### src/rtl/seq_det_pkg.sv
// Shared constants and helpers for the parametrised serial pattern detector.
// Holds the reset pattern, the length clamp and the length-to-mask helper.
package seq_det_pkg;

  localparam logic [31:0] SEQ_DEF_PATTERN = 32'h0000_0006;
  localparam int unsigned SEQ_DEF_LEN     = 3;

  // An out-of-range length is pulled into 1..max_w rather than rejected.
  function automatic int unsigned clamp_len(input int unsigned len,
                                            input int unsigned max_w);
    if (len == 0)
      return 1;
    else if (len > max_w)
      return max_w;
    else
      return len;
  endfunction

  function automatic logic [31:0] len_mask(input int unsigned len);
    logic [31:0] m;
    m = '0;
    for (int unsigned i = 0; i < 32; i++) begin
      if (i < len) m[i] = 1'b1;
    end
    return m;
  endfunction

endpackage

### src/rtl/seq_detector_param_sat_counter.sv
// Saturating up-counter with a synchronous clear that takes priority over increment.
module sat_counter #(
  parameter int CNT_W = 16
) (
  input  logic             clk,
  input  logic             rst_n,
  input  logic             inc_i,
  input  logic             clr_i,
  output logic [CNT_W-1:0] count_o
);

  logic [CNT_W-1:0] count_q, count_d;

  always_comb begin
    count_d = count_q;
    if (clr_i)
      count_d = '0;
    else if (inc_i && (count_q != {CNT_W{1'b1}}))
      count_d = count_q + 1'b1;
  end

  always_ff @(posedge clk or negedge rst_n) begin
    if (!rst_n)
      count_q <= '0;
    else
      count_q <= count_d;
  end

  assign count_o = count_q;

endmodule

### src/rtl/seq_detector_param.sv
// Runtime-loadable serial pattern detector with overlap control and Moore match flag w.
// Optional saturating match counter enabled by SEQ_DETECTOR_PARAM_MATCH_CNT_EN.
module seq_detector_param
  import seq_det_pkg::*;
#(
  parameter int               MAX_W       = 8,
  parameter int               LEN_W       = $clog2(MAX_W + 1),
  parameter logic [MAX_W-1:0] DEF_PATTERN = MAX_W'(SEQ_DEF_PATTERN),
  parameter int               DEF_LEN     = SEQ_DEF_LEN,
  parameter int               CNT_W       = 16
) (
  input  logic             clk,
  input  logic             reset,
  input  logic             a,
  input  logic             a_valid,
  input  logic             pat_load,
  input  logic [MAX_W-1:0] pat_in,
  input  logic [LEN_W-1:0] pat_len,
  input  logic             overlap,
  output logic             w,
  output logic [CNT_W-1:0] match_cnt,
  input  logic             cnt_clr
);

  logic [MAX_W-1:0] hist_q, hist_d;
  logic [MAX_W-1:0] pat_q, pat_d;
  logic [LEN_W-1:0] len_q, len_d;
  logic [LEN_W-1:0] fill_q, fill_d;
  logic             matched_q, matched_d;

  logic [MAX_W-1:0] hist_shift;
  logic [MAX_W-1:0] mask;
  logic [LEN_W-1:0] fill_inc;
  logic             accept;
  logic             match;

  // a is a one-way qualified stream: a bit is taken on an edge with a_valid=1
  // and no pattern load; there is no back-pressure.
  assign accept     = a_valid && !pat_load;
  assign hist_shift = {hist_q[MAX_W-2:0], a};
  assign fill_inc   = (fill_q == LEN_W'(MAX_W)) ? fill_q : fill_q + 1'b1;
  assign mask       = MAX_W'(len_mask(32'(len_q)));
  assign match      = accept && (fill_inc >= len_q) &&
                      (((hist_shift ^ pat_q) & mask) == '0);

  always_comb begin
    hist_d    = hist_q;
    pat_d     = pat_q;
    len_d     = len_q;
    fill_d    = fill_q;
    matched_d = matched_q;
    if (pat_load) begin
      pat_d     = pat_in;
      len_d     = LEN_W'(clamp_len(32'(pat_len), MAX_W));
      hist_d    = '0;
      fill_d    = '0;
      matched_d = 1'b0;
    end else if (a_valid) begin
      hist_d    = hist_shift;
      // Non-overlap restarts the fill so the next match needs len fresh bits.
      fill_d    = (match && !overlap) ? '0 : fill_inc;
      matched_d = match;
    end
  end

  always_ff @(posedge clk or negedge reset) begin
    if (!reset) begin
      hist_q    <= '0;
      pat_q     <= DEF_PATTERN;
      len_q     <= LEN_W'(DEF_LEN);
      fill_q    <= '0;
      matched_q <= 1'b0;
    end else begin
      hist_q    <= hist_d;
      pat_q     <= pat_d;
      len_q     <= len_d;
      fill_q    <= fill_d;
      matched_q <= matched_d;
    end
  end

  assign w = matched_q;

`ifdef SEQ_DETECTOR_PARAM_MATCH_CNT_EN
  sat_counter #(
    .CNT_W(CNT_W)
  ) u_sat_counter (
    .clk    (clk),
    .rst_n  (reset),
    .inc_i  (match),
    .clr_i  (cnt_clr),
    .count_o(match_cnt)
  );
`else
  logic unused_cnt_clr;
  assign unused_cnt_clr = cnt_clr;
  assign match_cnt      = '0;
`endif

endmodule

### config.mk
export PLATFORM = sky130hd
export DESIGN_NAME = seq_detector_param
export DESIGN_NICKNAME = d
export VERILOG_FILES = /design/src/rtl/seq_det_pkg.sv /design/src/rtl/seq_detector_param_sat_counter.sv /design/src/rtl/seq_detector_param.sv
export SDC_FILE = /design/constraint.sdc
export NUM_CORES = 1
export LEC_CHECK = 0
export BUFFER_PORTS_ARGS = -buffer_cell sky130_fd_sc_hd__buf_4
export CORE_MARGIN = 2
export CORE_UTILIZATION = 45
export DETAILED_ROUTE_END_ITERATION = 8
export PLACE_DENSITY = 0.69
export SLEW_MARGIN = 40
export SYNTH_ARGS = -nofsm -noshare
export SYNTH_HDL_FRONTEND = slang
export SYNTH_SLANG_ARGS = --single-unit
### constraint.sdc
create_clock -name clk -period 2.7 [get_ports clk]
set_input_delay 0.675 -clock clk [delete_from_list [all_inputs] [get_ports clk]]
set_output_delay 0.675 -clock clk [all_outputs]
set_load 0.02 [all_outputs]
==> metrics.cfg <==
[synth]
netlist_instances = 139
synthArstFlopShare_pct = 100.0
synth_area_leader_cell = dfrtp_1
synth-seq-cells = 24
ys_types = 35
synthTopCellsByCount = dfrtp_1, buf_4, nor2_1
synth_edf_count = 0
synth.avg_cell_area_um2 = 10.32
syn_area_mm2 = 0.001435
yosys.cell_count.top_type = dfrtp_1
yosysTopAreaCellShare_pct = 34.87
synthTopCellsByArea = dfrtp_1, buf_4, dfstp_2, mux2_1, mux2i_1
synthFlopType = dfrtp_1
yosys_warnings = 0
yosysSeqAreaShare_pct = 42.20

[place]
dp_cells = 197
preCtsSetupSlack_ns = 0.2876
hpwl_um = 1810
finalWeightedCongestion = 0.8189
port_buffers = 18

[power]
power.leakage_nw = 0.7447
p_per_area_mw_per_mm2 = 535.7
finalPower_uw = 860.6
vdd_drop_max_mv = 0.3080

[clocking]
clockBufferDepth = 2
worstSkewPairLatency_ns = 0.32
cts.htree.levels = 1
cts-buffers-inserted = 3
postCtsSetupRepairBufs = 0
clkTransAtPathRegs_ns = 0.14
clock_sinks = 24
cts_tree = yes
cts_resized = 0
hold_buffers = 0
cts-root-buf = clkbuf_4

[setup_path]
cp_num_buf_inv = 2
crit_chain = inv_1, ha_1, nand2_1, nor2_1, xnor2_1, inv_1, ha_1, nor2b_1, o21ai_0, a21oi_1, a2111oi_4, o22ai_1
setup.worst_path.end_class = register
cpMaxStageDelayCell = dfrtp_1
crit_required_ns = 2.90
max_stage_delay_ns = 0.45
crit_type = register to register
arrival_ns = 2.66
cp-start-kind = register
cp_top_family = compound AO/OA/AOI/OAI gates
crit_fanout = 5

[final_layout]
syn_to_final_growth_pct = 11.94
antenna_cells = 0
final_nets = 183
finalNonFillerCells = 201
drive_gt1_share_pct = 21.02
utilization_pct = 52.62

[route]
vias_per_cell = 4.910
drt_wl_total_um = 2415
drtIter0Drc = 28
drc = 0
wl_per_cell_um = 12.01
vias = 987
first_pass_iters = 4
antenna_left = 0

[die]
die_area_mm2 = 0.003657
placementRows = 20
core_mm2 = 0.003053
fp.dieH_um = 60.47
start_util_pct = 47.01
boundaryPins = 36
dieWidth_um = 60.47

[global_routing]
overflow = 0
grt_max_degree = 28
grtUsageTotal_pct = 15.51
antenna_found_initial = 0
grt_first_pass_wirelength_um = 4202
grt_pass1_vias = 932

[timing]
fin_tns_setup_ns = 0
hold_viol_final = 0
rsz0062_at_grt = false
timing.final.crit_share_pct = 91.29
setup_viol = 0
final_max_slew_viol_count = 0
fmax_mhz = 405.7
finClkSkew_ns = 0.002713
worst_slack_ns = 0.2351
layout_min_cycle_time_ns = 2.465

[min_path]
hold_path_class = primary input to async pin

[status]
status = finished clean

[flow_run]
drv_cap = 0

## where the power goes
group	switching (mW)	internal (mW)
clock network	0.115	0.150
registers	0.0249	0.389
logic	0.103	0.0787
## final timing paths
check	start	endpoint	slack (ns)	cells after the start
worst min-delay path	reset	pat_q[5]$_DFFE_PN0P_	0.22	1
worst max register to register	fill_q[0]$_DFFE_PN0P_	fill_q[1]$_DFFE_PN0P_	0.24	12
worst min register to register	w$_DFFE_PN0P_	w$_DFFE_PN0P_	0.50	1
worst max-delay path	fill_q[0]$_DFFE_PN0P_	fill_q[1]$_DFFE_PN0P_	0.24	12
max in group asynchronous	reset	len_q[1]$_DFFE_PN1P_	2.19	1
min in group clk	w$_DFFE_PN0P_	w$_DFFE_PN0P_	0.50	1
## state kept, by name (all words and copies together), names as in the netlist
signal,cells
pat_q,8
hist_q,7
fill_q,4
len_q,4
w,1
## cell type report
| class | count | area, um^2 |
|---|---|---|
| Timing Repair Buffer | 19 | 142.6 |
| Tap cell | 44 | 55.05 |
| Multi-Input combinational cell | 104 | 728.2 |
| Sequential cell | 24 | 605.6 |
| Clock buffer | 3 | 22.52 |
| Inverter | 6 | 22.52 |
| Clock inverter | 1 | 30.03 |
| Fill cell | 290 | 1446 |
## cells in the final DEF, fill, tap and decap left out, drive strengths merged, types with 2 or more instances in the layout
cell,instances
xor2,2
inv,6
buf,19
nor2,13
mux2i,8
nand3,2
nor2b,3
clkbuf,3
a21oi,5
o22ai,5
dfrtp,20
o21ai,4
nand2,10
a31oi,2
o221ai,2
conb,16
ha,6
mux2,9
dfstp,4
xnor2,8
## stage by stage
stage | cell area, um^2 | hold slack [ns]
after floorplan | 1491 | 0.3794
after global placement | 1554 | 0.4636
after detailed placement | 1554 | 0.4718
after CTS | 1607 | 0.2273
after global routing | 1607 | 0.2264
final | 1607 | 0.2187
## layer usage
layer	track usage [%]	routed length (um)
met1	19.65	1098
met2	26.40	1166
met3	2.559	107
met4	6.522	42
met5	0	0
## cell families (layout without fill, tap and decap cells)
| logic type | Yosys count | count (layout) | synth area share (%) |
|---|---|---|---|
| compound gates | 22 | 22 | 11.68 |
| mux | 17 | 17 | 12.64 |
| other cells | 1 | 16 | 0.2613 |
| simple gates | 33 | 33 | 10.38 |
| buf+inv | 26 | 29 | 10.99 |
| fa+ha+maj | 6 | 6 | 5.231 |
| xor+xnor | 10 | 10 | 6.627 |
| flops | 24 | 24 | 42.20 |
No activity file was read; power rests on OpenSTA's default activity.
